[src/rtl/wide_add_seq.sv]
// Multi-word adder: adds WORDS x N-bit operands one N-bit word per clock, LSW first.
// Optional subtract mode is enabled by defining WIDE_ADD_SUB_EN.

module fulladder #(
  parameter int N = 8
) (
  input  logic [N-1:0] in1,
  input  logic [N-1:0] in2,
  input  logic         cin,
  output logic [N-1:0] sum,
  output logic         cout
);

  logic [N:0] total;

  // Plain N-bit ripple add; the carry out is the extra top bit.
  always_comb begin
    total = {1'b0, in1} + {1'b0, in2} + {{N{1'b0}}, cin};
  end

  assign sum  = total[N-1:0];
  assign cout = total[N];

endmodule

module wide_add_seq #(
  parameter int N     = 8,
  parameter int WORDS = 4
) (
  input  logic               clk,
  input  logic               rst,
  input  logic               start,
  input  logic [N*WORDS-1:0] a,
  input  logic [N*WORDS-1:0] b,
  input  logic               cin,
`ifdef WIDE_ADD_SUB_EN
  input  logic               sub,
`endif
  output logic               busy,
  output logic               done,
  output logic [N*WORDS-1:0] sum,
  output logic               cout
);

  localparam int W  = N * WORDS;
  localparam int IW = (WORDS > 1) ? $clog2(WORDS) : 1;
  localparam logic [IW-1:0] LAST = IW'(WORDS - 1);

  typedef enum logic [1:0] {
    IDLE,
    RUN,
    DONE
  } state_t;

  state_t        state;
  logic [IW-1:0] idx;
  logic          carry;
  logic [W-1:0]  a_reg;
  logic [W-1:0]  b_reg;
  logic          accept;
  logic          load_carry;

  logic [N-1:0]  add_in1;
  logic [N-1:0]  add_in2;
  logic [N-1:0]  add_sum;
  logic          add_cout;

`ifdef WIDE_ADD_SUB_EN
  logic sub_reg;
`endif

  assign accept = start && (state == IDLE || state == DONE);

  // Select the current operand word; in subtract mode feed the inverted b word.
  always_comb begin
    add_in1 = a_reg[int'(idx)*N +: N];
`ifdef WIDE_ADD_SUB_EN
    add_in2 = sub_reg ? ~b_reg[int'(idx)*N +: N]
                      : b_reg[int'(idx)*N +: N];
    load_carry = sub ? 1'b1 : cin;
`else
    add_in2 = b_reg[int'(idx)*N +: N];
    load_carry = cin;
`endif
  end

  fulladder #(.N(N)) u_add (
    .in1  (add_in1),
    .in2  (add_in2),
    .cin  (carry),
    .sum  (add_sum),
    .cout (add_cout)
  );

  // Sequencer: operand capture, per-word accumulate, registered status outputs.
  always_ff @(posedge clk) begin
    if (rst) begin
      state <= IDLE;
      idx   <= '0;
      carry <= 1'b0;
      a_reg <= '0;
      b_reg <= '0;
      busy  <= 1'b0;
      done  <= 1'b0;
      sum   <= '0;
      cout  <= 1'b0;
`ifdef WIDE_ADD_SUB_EN
      sub_reg <= 1'b0;
`endif
    end else begin
      if (accept) begin
        a_reg <= a;
        b_reg <= b;
        carry <= load_carry;
        idx   <= '0;
`ifdef WIDE_ADD_SUB_EN
        sub_reg <= sub;
`endif
      end
      unique case (state)
        IDLE: begin
          done <= 1'b0;
          if (start) begin
            state <= RUN;
            busy  <= 1'b1;
          end
        end
        RUN: begin
          sum[int'(idx)*N +: N] <= add_sum;
          carry <= add_cout;
          if (idx == LAST) begin
            state <= DONE;
            busy  <= 1'b0;
            done  <= 1'b1;
            cout  <= add_cout;
          end else begin
            idx <= idx + 1'b1;
          end
        end
        DONE: begin
          done <= 1'b0;
          if (start) begin
            state <= RUN;
            busy  <= 1'b1;
          end else begin
            state <= IDLE;
          end
        end
        default: begin
          state <= IDLE;
          busy  <= 1'b0;
          done  <= 1'b0;
        end
      endcase
    end
  end

endmodule

[config.mk]
export PLATFORM = sky130hd
export DESIGN_NAME = wide_add_seq
export DESIGN_NICKNAME = d
export VERILOG_FILES = /design/src/rtl/wide_add_seq.sv
export SDC_FILE = /design/constraint.sdc
export NUM_CORES = 1
export LEC_CHECK = 0
export CAP_MARGIN = 20
export CORE_MARGIN = 5
export CORE_UTILIZATION = 50
export DETAILED_ROUTE_END_ITERATION = 12
export PLACE_DENSITY = 0.81
export SETUP_SLACK_MARGIN = 0.02
export SLEW_MARGIN = 30
export SYNTH_ARGS = -nofsm -noshare
export SYNTH_HDL_FRONTEND = slang
export SYNTH_HIERARCHICAL = 1
export SYNTH_SLANG_ARGS = --single-unit
[constraint.sdc]
create_clock -name clk -period 3.56 [get_ports clk]
set_input_delay 0.89 -clock clk [delete_from_list [all_inputs] [get_ports clk]]
set_output_delay 0.89 -clock clk [all_outputs]
set_load 0.02 [all_outputs]
After elaboration in Yosys (flattened, before gate mapping). Cells that the tools add are included.

Output and inout port bits: 35. Register bits after elaboration: 104. Input port bits: 68.

Add/sub/neg operators: 4. Shift-type cells: 4. Reduce and logical (&&, ||, !) cells: 9. Mux-type cells: 13. Bitwise operators: 1. Eq/ne operators: 6.

Operators by type and width (number): indexed part select 32 x 6 -> 8 bit (2); negation 5 -> 33 bit (1); variable shift 8 x 33 -> 32 bit (first input constant) (1); indexed part select 8 x 33 -> 32 bit (1); bitwise mux 32 bit (1); 2-to-1 mux 2 bit (5); adder 8 x 8 -> 9 bit (1); adder 9 x 1 -> 9 bit (1); case mux 2 bit (3 select lines) (1); AND reduction 2 bit (3); 2-to-1 mux 1 bit (5); == test 2 bit (second input constant) (2); inequality test 2 bit (second input constant) (2); OR reduction 2 bit (2); adder 2 x 1 -> 2 bit (second input constant) (1); == test 2 x 1 -> 1 bit (second input constant) (1); zero test 2 bit (1); inequality test 2 x 1 -> 1 bit (second input constant) (1); case mux 1 bit (2 select lines) (1); nonzero test 2 bit (1); logical AND 1 bit (1); logical OR 1 bit (1); NOT 1 bit (1).

Logic depth before layout (Yosys ltp). Gate-level depths: netlist (run 1).

Word-level depth: 6. Mapped depth: 11. Mapped depth without buffers: 9.

Modules after synthesis. The synthesis (run 1) kept the hierarchy.

Modules (own cells, without submodules): wide_add_seq (times used 1, area each 4232.8 µm², sequential area each 2082.0 µm², cells an instance 491); fulladder (times used 1, area each 331.6 µm², sequential area each 0.0 µm², cells an instance 42).

Worst setup path before layout (run 1). No wires, ideal clock.

Path type: register to register. Start point: reg idx[0]. End point: reg sum[30]. Buffers on the path: 1. Required time: 3.490 ns. Clock period less this slack: 2.871 ns. Cell stages (with the launch flop): 11. Setup slack: 0.689 ns. Library setup time: 0.070 ns. Arrival: 2.801 ns. Cells stage by stage: dfxtp_1 -> buf_4 -> mux4_2 -> fa_1 -> fa_1 -> a21oi_1 -> nor2_1 -> nor2_1 -> xnor2_1 -> nand3_1 -> a21oi_1.

Longest elaborated chain between the ends: 5.

Ends and longest elaborated chain: from (decl) (RTL line 56) `logic [IW-1:0] idx;`; from (signal assigned) (RTL line 137) `idx <= idx + 1'b1;`; indexed part select 32 x 6 -> 8 bit (RTL line 76) `add_in1 = a_reg[int'(idx)*N +: N];`; named net add_in1[0] (RTL line 63) `logic [N-1:0] add_in1;`; adder 8 x 8 -> 9 bit (RTL line 18) `total = {1'b0, in1} + {1'b0, in2} + {{N{1'b0}}, cin};`; adder 9 x 1 -> 9 bit (RTL line 18); named net add_sum[6] (RTL line 65) `logic [N-1:0] add_sum;`; indexed part select 8 x 33 -> 32 bit (RTL line 129) `sum[int'(idx)*N +: N] <= add_sum;`; bitwise mux 32 bit (RTL line 129); to (signal, indexed assignment) (RTL line 129); to (decl) (RTL line 41) `output logic [N*WORDS-1:0] sum,`.

The timed path passes the listed nets, and every way through them passes these cells. A chain may end at the register's enable or synchronous reset.

Worst setup path in the final report (run 1).
Start point: reg idx[0]. End point: reg sum[14].

The elaborated chain is that of the path after synthesis.

==> summary.md, run 1 <==
| Metric | Value |
|---|---|
| Final hold violations | `0` |
| Number of flops mapped to enable cells by yosys | `0` |
| Worst Path Max Fanout | `7` |
| Nets | `696` |
| Final wirelength | `11,100 µm` |
| IO buf count | `102` |
| FMAX | `324 MHz` |
| Yosys warning count | `6` |
| R2R Setup Slk | `0.47 ns` |
| Die Ht | `106 µm` |
| Hold Path Class | `flop to flop` |
| Synthesized cell area | `0.00456 mm²` |
| Syn nets | `615` |
| Worst stage delay on the critical path | `0.57 ns` |
| DIE AREA | `0.0111 mm²` |
| Pin count of the biggest net entering global routing | `66` |
| Arr. time, crit path | `3.39 ns` |
| Crit end category | `flop` |
| Core Footprint | `0.00881 mm²` |
| Mapped Cells | `533` |
| Worst r2r dst | `sum[14]$_SDFFE_PP0P_` |
| Setup TNS | `0 ns` |
| DR DRC count | `0` |
| Tcrit/Tclk final | `86.7%` |
| First-pass GRT wire length | `18,400 µm` |
| Crit Path Category | `flop to flop` |
| DRT iter0 DRCs | `201` |
| Buf+Inv Stages, Crit Path | `0` |
| Sequential fraction of the synthesis area | `45.6%` |
| Post-route ant nets | `0` |
| Setup Viol. Count Final | `0` |
| Area grow syn2layout | `26.3%` |
| P_leak | `2.07 nW` |
| Status | `completed` |
| Pwr Density | `401 mW/mm²` |
| Hold Path Sink | `sum[8]$_SDFFE_PP0P_` |
| Row count | `34` |
| Antenna diodes | `0` |
| Vias in the first global route | `3,911` |
| CTS tree | `done` |
| H-tree depth | `3` |
| CTS Root Cell | `clkbuf_8` |
| Total of max-cap violations | `0` |
| Hold path depth | `2` |
| Clk_lat worst skew | `0.36 ns` |
| Final Critical Period | `3.09 ns` |
| Initial antenna violation count | `0` |
| Post-CTS Resized | `0` |
| Synth Register Bits | `104` |
| Initial core utilization | `51.8%` |
| Critical-path top delay cell | `dfxtp_1` |
| Post-synthesis async set-or-reset flop share | `0%` |
| Unrepaired setup endpoints after global routing | `false` |
| Data required, critical path | `3.86 ns` |
| Drt pass-1 iters | `5` |
| Total congestion overflow | `0` |
| Synth cell types | `38` |
| Tot Pwr | `2.31 mW` |
| WL/cell | `15.2 µm` |
| Post-CTS setup buffer count | `0` |
| Critical-path cell list | `mux4_2 -> fa_1 -> fa_1 -> a21oi_1 -> nor2_1 -> nor2_1 -> xnor2_1 -> nand3_1 -> a21oi_1` |
| Die W | `106 µm` |
| Rel. slew slack | `43.8%` |
| Share of layout cells above drive strength 1 | `7.43%` |
| Avg Inst Size Synth | `8.56 µm²` |
| Top Ports | `103` |
| Overall routing resource usage | `20.2%` |
| # hold bufs at CTS | `0` |
| Largest delay share family, worst path | `adder cells` |
| Inserted Clock Buffers | `9` |
| Min-delay src | `sum[8]$_SDFFE_PP0P_` |
| Clk slew on worst S/H paths | `0.10 ns` |
| Main flop type after synthesis | `dfxtp_1` |
| DP HPWL | `8370 µm` |
| Max-slew violation count | `0` |
| Clock Tree Buf Depth | `2` |
| VDD IR max | `0.226 mV` |
| Via count | `3,980` |
| Worst-Margin Slew | `0.843 ns` |
| Clock Sinks | `104` |
| R2R depth | `9` |
| Critical path startpoint category | `flop` |
| Clock Skew | `0.00862 ns` |
| Routability congestion estimate | `0.872` |
| Vias per cell | `5.47` |
| Reg2Reg Launch Point | `idx[0]$_SDFF_PP0_` |
==> synth_stat cells, types with 2 or more instances <==
master | instances | area share [%]
buf_4 | 11 | 1.8
clkbuf_2 | 2 | 0.22
a21o_1 | 2 | 0.33
xnor2_1 | 2 | 0.38
mux4_2 | 16 | 7.9
nand3b_1 | 4 | 0.66
ha_1 | 12 | 3.3
nand2b_1 | 2 | 0.27
inv_1 | 4 | 0.33
nor4b_4 | 2 | 1.0
xor2_1 | 2 | 0.38
clkbuf_1 | 17 | 1.4
nand2_1 | 168 | 14
nor2_1 | 7 | 0.58
buf_2 | 8 | 0.88
o211ai_1 | 2 | 0.33
dfxtp_1 | 104 | 46
nor2b_1 | 3 | 0.41
and3b_1 | 4 | 0.77
fa_1 | 2 | 0.88
nor3_1 | 3 | 0.33
o21bai_1 | 2 | 0.33
a311o_1 | 2 | 0.44
nand3_1 | 34 | 3.7
a21oi_1 | 105 | 12
==> metal layers <==
| metal | GRT usage [%] | routed length, µm |
|---|---|---|
| met1 | 26.5 | 4870 |
| met2 | 32.5 | 5180 |
| met3 | 3.67 | 711 |
| met4 | 9.34 | 311 |
| met5 | 0 | 0 |
==> final cells by class <==
cell class,instances,area [µm²]
fillers,699,3040
multi-input cells,385,2270
flip-flops and latches,104,2080
repair buffers,109,1080
clock buffers,11,141
well taps,108,135
clock inverters,5,32.5
inverters,5,18.8
==> report_power, final <==
part           internal (mW)  switching, mW
Clock                  0.271          0.389
Combinational          0.189          0.211
Sequential              1.22         0.0372
Total                   1.68          0.637
==> worst max-delay path by stage <==
stage,to,start,slack (ns),depth (start not counted)
6_report,sum[14]$_SDFFE_PP0P_,idx[0]$_SDFF_PP0_,0.47,9
5_1_grt,sum[14]$_SDFFE_PP0P_,idx[0]$_SDFF_PP0_,0.23,9
4_1_cts,sum[14]$_SDFFE_PP0P_,idx[0]$_SDFF_PP0_,0.49,9
3_5_place_dp,sum[23]$_SDFFE_PP0P_,idx[0]$_SDFF_PP0_,0.51,9
3_3_place_gp,sum[28]$_SDFFE_PP0P_,idx[0]$_SDFF_PP0_,0.61,8
2_1_floorplan,sum[30]$_SDFFE_PP0P_,idx[0]$_SDFF_PP0_,0.69,10
==> cells in the final DEF (no fill, tap or decap), types with 2 or more instances in the layout <==
cell             netlist  final
nand2_1              168    168
a21oi_1              105    105
dfxtp_1              104    104
clkdlybuf4s50_1        0    101
nand3_1               34     34
mux4_2                16     16
ha_1                  12     12
clkbuf_8               0     10
nor2_1                 7      7
buf_4                 11      6
inv_1                  4      4
and3b_1                4      4
nand3b_1               4      4
nor3_1                 3      3
clkinvlp_4             0      3
nor4b_4                2      2
o21bai_1               2      2
o211ai_1               2      2
clkinv_2               0      2
a21o_1                 2      2
nor2b_1                3      2
xnor2_1                2      2
a311o_1                2      2
xor2_1                 2      2
fa_1                   2      2
==> worst reg2reg max path, cell delays in order (launching register included) <==
cell	delay, ns
dfxtp_1	0.57
mux4_2	0.57
fa_1	0.45
fa_1	0.44
a21oi_1	0.26
nor2_1	0.07
nor2_1	0.15
xnor2_1	0.23
nand3_1	0.11
a21oi_1	0.17
==> kinds of logic (layout without fill, tap and decap cells) <==
kind of cell | Yosys count | after routing | synth area share, %
xor+xnor | 4 | 4 | 0.768
compound gates | 118 | 118 | 13.8
fa+ha+maj | 14 | 14 | 4.17
flops | 104 | 104 | 45.6
simple gates | 232 | 232 | 22.8
mux | 17 | 17 | 8.11
buf+inv | 44 | 130 | 4.80
==> metrics by stage <==
step                instances  setup WS [ns]  util (%)  hold slack (ns)  instance area, µm²
floorplan                 533          0.689         -            0.433                4560
global placement          711          0.612      63.5            0.441                5590
detailed placement        711          0.507      63.5            0.446                5590
CTS                       727          0.492      65.5            0.458                5760
global route              727          0.234      65.5            0.471                5760
finish                    727          0.473      65.5            0.457                5760
No activity file was read; power rests on OpenSTA's default activity.
==> run 2, diff against run 1 <==
Settings changed: CORE_UTILIZATION 50 to 35, PLACE_DENSITY 0.81 to 0.61.
==> run 2 against run 1 <==
- combinational power is 2% higher
- final cell count is 8.7% higher
- clock skew is 0.0031 ns higher
- die area is 38% higher
- largest power group unchanged
- design area is 3.8% higher
- clock power is 58% higher
- non-clock buffer count is 1 lower
- largest cell class unchanged
- worst setup slack better by 0.095 ns
- via count is 1.1% higher
==> summary.md, run 2 (synthesis results as in run 1) <==
| Metric | Value |
|---|---|
| P_leak | `2.13 nW` |
| VDD IR max | `0.217 mV` |
| Inserted Clock Buffers | `9` |
| Post-CTS Resized | `0` |
| Max-slew violation count | `0` |
| Most frequent cells in the layout | `168 x nand2_1, 105 x a21oi_1, 104 x dfxtp_1` |
| Die Ht | `124 µm` |
| Rel. slew slack | `39.7%` |
| # hold bufs at CTS | `0` |
| Fillers | `1,266` |
| DRT iter0 DRCs | `257` |
| Pin count of the biggest net entering global routing | `105` |
| R2R depth | `9` |
| Routability congestion estimate | `0.801` |
| Initial core utilization | `35.9%` |
| DIE AREA | `0.0154 mm²` |
| Top Ports | `103` |
| Critical path startpoint category | `flop` |
| IO buf count | `102` |
| Overall routing resource usage | `15.6%` |
| Worst stage delay on the critical path | `0.54 ns` |
| Critical-path top delay cell | `mux4_2` |
| CP most frequent cell | `a21o_1` |
| Commonest non-fill, non-tap cell in the layout | `nand2_1` |
| Fin area | `0.00598 mm²` |
| DR DRC count | `0` |
| Pwr Density | `451 mW/mm²` |
| Final core utilization | `47.0%` |
| Setup ws final | `0.567 ns` |
| Share of layout cells above drive strength 1 | `7.44%` |
| Initial antenna violation count | `0` |
| Minimum hold slack | `0.455 ns` |
| FMAX | `334 MHz` |
| Antenna diodes | `0` |
| Worst Path Max Fanout | `11` |
| Crit end category | `flop` |
| WL/cell | `15.0 µm` |
| H-tree depth | `3` |
| Die W | `124 µm` |
| Hold path depth | `2` |
| Tcrit/Tclk final | `84.1%` |
| Placed Area | `0.00565 mm²` |
| Clock Skew | `0.0117 ns` |
| Vias per cell | `5.09` |
| Final hold violations | `0` |
| Core Footprint | `0.0127 mm²` |
| Unrepaired setup endpoints after global routing | `false` |
| Clk slew on worst S/H paths | `0.07 ns` |
| Clk_lat worst skew | `0.34 ns` |
| Crit Path Category | `flop to flop` |
| Setup Viol. Count Final | `0` |
| First-pass GRT wire length | `18,900 µm` |
| Drt pass-1 iters | `5` |
| Arr. time, crit path | `3.18 ns` |
| Total congestion overflow | `0` |
| Post-CTS setup buffer count | `0` |
| Critical-path cell list | `buf_4 -> mux4_2 -> ha_1 -> a21o_1 -> a21o_1 -> a221oi_1 -> nand2_1 -> nand3_1 -> a21oi_1` |
| Total of max-cap violations | `0` |
| Nets | `695` |
| Final wirelength | `11,800 µm` |
| CTS tree | `done` |
| Setup TNS | `0 ns` |
| Hold Path Class | `flop to flop` |
| Row count | `41` |
| Place WS | `0.622 ns` |
| Clock Sinks | `104` |
| Worst-Margin Slew | `0.905 ns` |
| CTS Root Cell | `clkbuf_16` |
| Clock Tree Buf Depth | `2` |
| Status | `completed` |
| Vias in the first global route | `3,867` |
| Data required, critical path | `3.74 ns` |
| Post-route ant nets | `0` |
| Via count | `4,023` |
| Final Critical Period | `2.99 ns` |
| DP HPWL | `8990 µm` |
| Area grow syn2layout | `31.1%` |
run 2: cell count changes in the layout (fill, tap and decap cells not counted), moves of 2 or more:
cell and change:
clkbuf_8 -10, clkinv_2 -2, clkinvlp_4 -2, clkbuf_16 +9, inv_8 +2, clkinv_8 +2
run 2: metrics by stage:
step	power [mW]	instances
after floorplan	1.53	533
after global placement	1.67	774
after detailed placement	1.68	774
after CTS	2.72	790
after global routing	2.81	790
final	2.70	790
run 2: cell type report:
type	count	area, µm²	area share [%]
clock inverter	7	101	1.69
timing repair buffer	108	1070	17.8
sequential	104	2080	34.8
clock buffer	9	225	3.76
inverter	5	18.8	0.314
multi-input combinational	385	2270	38.0
tap	172	215	3.60
run 2: per-layer routing:
metal  wire length [µm]  track usage [%]
met4                206             5.27
met5                  0                0
met3                670             3.09
met2               5510             25.4
met1               5440             20.7
run 2: final timing paths:
| kind | startpoint | slack (ns) | endpoint |
|---|---|---|---|
| worst max-delay path | idx[0]$_SDFF_PP0_ | 0.57 | sum[15]$_SDFFE_PP0P_ |
| worst min-delay path | a_reg[11]$_SDFFE_PP0P_ | 0.45 | a_reg[11]$_SDFFE_PP0P_ |
| worst max register to register | idx[0]$_SDFF_PP0_ | 0.57 | sum[15]$_SDFFE_PP0P_ |
| worst min register to register | a_reg[11]$_SDFFE_PP0P_ | 0.45 | a_reg[11]$_SDFFE_PP0P_ |
run 2: where the power goes:
part	internal, mW	total (mW)	switching [mW]	leakage (nW)
combinational	0.188	0.407	0.219	1.13
clock	0.569	1.04	0.472	0.155
sequential	1.22	1.25	0.0339	0.849
total	1.97	2.70	0.725	2.13
run 2: worst max-delay path: cells and delay by family, from the launching register on:
family                     cells  cell delay (ns)
and+or+nand+nor                2             0.29
adders and majority gates      1             0.39
DFF                            1             0.47
AOI/OAI and AO/OA              4             0.84
buffers and inverters          1             0.30
muxes                          1             0.54
==> run 3, diff against run 2 <==
Clock period 3.56 ns to 2.82 ns, I/O delays scaled along.
==> run 3 against run 2 <==
- non-clock buffer count up 7
- clock-buffer cell count up 1
- largest power group unchanged
- worst setup slack worse by 0.44 ns
==> summary.md, run 3 (synthesis results as in run 1) <==
| Metric | Value |
|---|---|
| Worst Path Max Fanout | `5` |
| Arr. time, crit path | `2.95 ns` |
| Drt pass-1 iters | `4` |
| Row count | `41` |
| Max-slew violation count | `0` |
| Total of max-cap violations | `0` |
| Final wirelength | `12,200 µm` |
| Critical-path cell list | `mux4_2 -> fa_1 -> fa_2 -> a21oi_2 -> nor2_1 -> nor2_2 -> xnor2_2 -> nand3_1 -> a21oi_1` |
| Critical path startpoint category | `flop` |
| Clock Skew | `0.00832 ns` |
| Fillers | `1,278` |
| Clk slew on worst S/H paths | `0.07 ns` |
| Tcrit/Tclk final | `95.4%` |
| Nets | `702` |
| M1 WL | `5440 µm` |
| Area of the multi-input gates | `0.00231 mm²` |
| Top Ports | `103` |
| Hold path depth | `2` |
| DR DRC count | `0` |
| Die Ht | `124 µm` |
| Total congestion overflow | `0` |
| R2R depth | `9` |
| WL/cell | `15.3 µm` |
| Post-route ant nets | `0` |
| Setup Viol. Count Final | `0` |
| Inserted Clock Buffers | `9` |
| Pwr Density | `550 mW/mm²` |
| Hold Path Class | `flop to flop` |
| Hold Path Sink | `sum[11]$_SDFFE_PP0P_` |
| Clock Tree Buf Depth | `2` |
| Worst r2r dst | `sum[14]$_SDFFE_PP0P_` |
| R2R Setup Slk | `0.13 ns` |
| Routed wl met3 | `787 µm` |
| Routability congestion estimate | `0.824` |
| Vias in the first global route | `3,839` |
| Most frequent cells in the layout | `167 x nand2_1, 102 x a21oi_1, 102 x dfxtp_1` |
| First-pass GRT wire length | `19,400 µm` |
| Area grow syn2layout | `32.7%` |
| FMAX | `372 MHz` |
| Clk_lat worst skew | `0.34 ns` |
| Initial antenna violation count | `0` |
| Worst-Margin Slew | `0.650 ns` |
| Status | `completed` |
| H-tree depth | `3` |
| Tot Pwr | `3.33 mW` |
| IO buf count | `102` |
| Final hold violations | `0` |
| Min-delay src | `sum[11]$_SDFFE_PP0P_` |
| Met2 Wirelength | `5730 µm` |
| Minimum hold slack | `0.455 ns` |
| Pin count of the biggest net entering global routing | `60` |
| # hold bufs at CTS | `0` |
| Commonest non-fill, non-tap cell in the layout | `nand2_1` |
| Data required, critical path | `3.08 ns` |
| P_leak | `2.16 nW` |
| Crit Path Category | `flop to flop` |
| Crit end category | `flop` |
| Final Critical Period | `2.69 ns` |
| Share of layout cells above drive strength 1 | `10.4%` |
| DRT iter0 DRCs | `324` |
| DIE AREA | `0.0154 mm²` |
| Clock Sinks | `104` |
| CTS tree | `done` |
| Rel. slew slack | `56.7%` |
| VDD IR max | `0.286 mV` |
| Critical-path top delay cell | `mux4_2` |
| Vias per cell | `5.00` |
| Worst stage delay on the critical path | `0.53 ns` |
| CTS Root Cell | `clkbuf_16` |
| Antenna diodes | `0` |
| Core Footprint | `0.0127 mm²` |
| DP HPWL | `9070 µm` |
| Reg2Reg Launch Point | `idx[0]$_SDFF_PP0_` |
| Top sig layer | `met4` |
| Via count | `3,986` |
| Overall routing resource usage | `16.0%` |
| Reg area | `0.00209 mm²` |
| Die W | `124 µm` |
| Initial core utilization | `35.9%` |
==> run 3: changes by cell type in the layout (fill, tap and decap cells not counted), moves of 2 or more <==
cell      previous run  this run
inv_8                2         0
buf_4                6        11
dfxtp_1            104       102
a21oi_1            105       102
clkinv_8             2         0
inv_6                0         3
a21oi_2              0         3
==> run 3: metal layers <==
metal	vias up	global-route usage (%)
li1	1988	-
met1	1850	22.0
met2	131	25.6
met3	17	2.91
met4	0	5.07
met5	-	0
==> run 3: worst max-delay path: cells and delay by family (launching register included) <==
family / cells / cell delay (ns)
fa+ha+maj: 2 / 0.83
compound gates: 2 / 0.36
simple gates: 3 / 0.34
flops: 1 / 0.39
mux: 1 / 0.53
xor+xnor: 1 / 0.17
==> run 3: what timing repair did <==
| action | CTS | global route |
|---|---|---|
| endpoints found under the setup margin | 1 | 18 |
| gates resized for setup | 1 | 14 |
| buffers inserted | 0 | 0 |
| pin swaps | 0 | 0 |
==> run 3: how the worst max path moves through the flow <==
stage	startpoint	endpoint	slack, ns	cells after the start
3_3_place_gp	idx[0]$_SDFF_PP0_	sum[30]$_SDFFE_PP0P_	0.12	9
6_report	idx[0]$_SDFF_PP0_	sum[14]$_SDFFE_PP0P_	0.13	9
2_1_floorplan	idx[0]$_SDFF_PP0_	sum[30]$_SDFFE_PP0P_	0.07	10
4_1_cts	idx[0]$_SDFF_PP0_	sum[12]$_SDFFE_PP0P_	0.04	8
5_1_grt	idx[0]$_SDFF_PP0_	sum[15]$_SDFFE_PP0P_	-0.01	9
3_5_place_dp	idx[0]$_SDFF_PP0_	sum[6]$_SDFFE_PP0P_	0.04	9
==> run 3: layout make-up <==
| class | count | share of cell area [%] |
|---|---|---|
| clock buffers | 10 | 3.94 |
| clock inverters | 6 | 0.826 |
| inverters | 5 | 0.310 |
| multi-input cells | 385 | 38.2 |
| flip-flops and latches | 104 | 34.4 |
| well taps | 172 | 3.55 |
| repair buffers | 115 | 18.8 |
==> run 3: through the flow <==
stage	setup slack [ns]	instances	area [µm²]	setup TNS [ns]	utilization, %
floorplan	0.0749	533	4570	0	-
global placement	0.117	781	5720	0	45.0
detailed placement	0.0401	781	5720	0	45.0
CTS	0.0370	797	6020	0	47.3
global route	-0.0118	797	6060	-0.0326	47.6
finish	0.129	797	6060	0	47.6
==> run 3: power by group <==
| part | switching [mW] | total, mW | internal (mW) |
|---|---|---|---|
| registers | 0.0412 | 1.58 | 1.54 |
| clock network | 0.568 | 1.20 | 0.634 |
| logic | 0.294 | 0.551 | 0.257 |
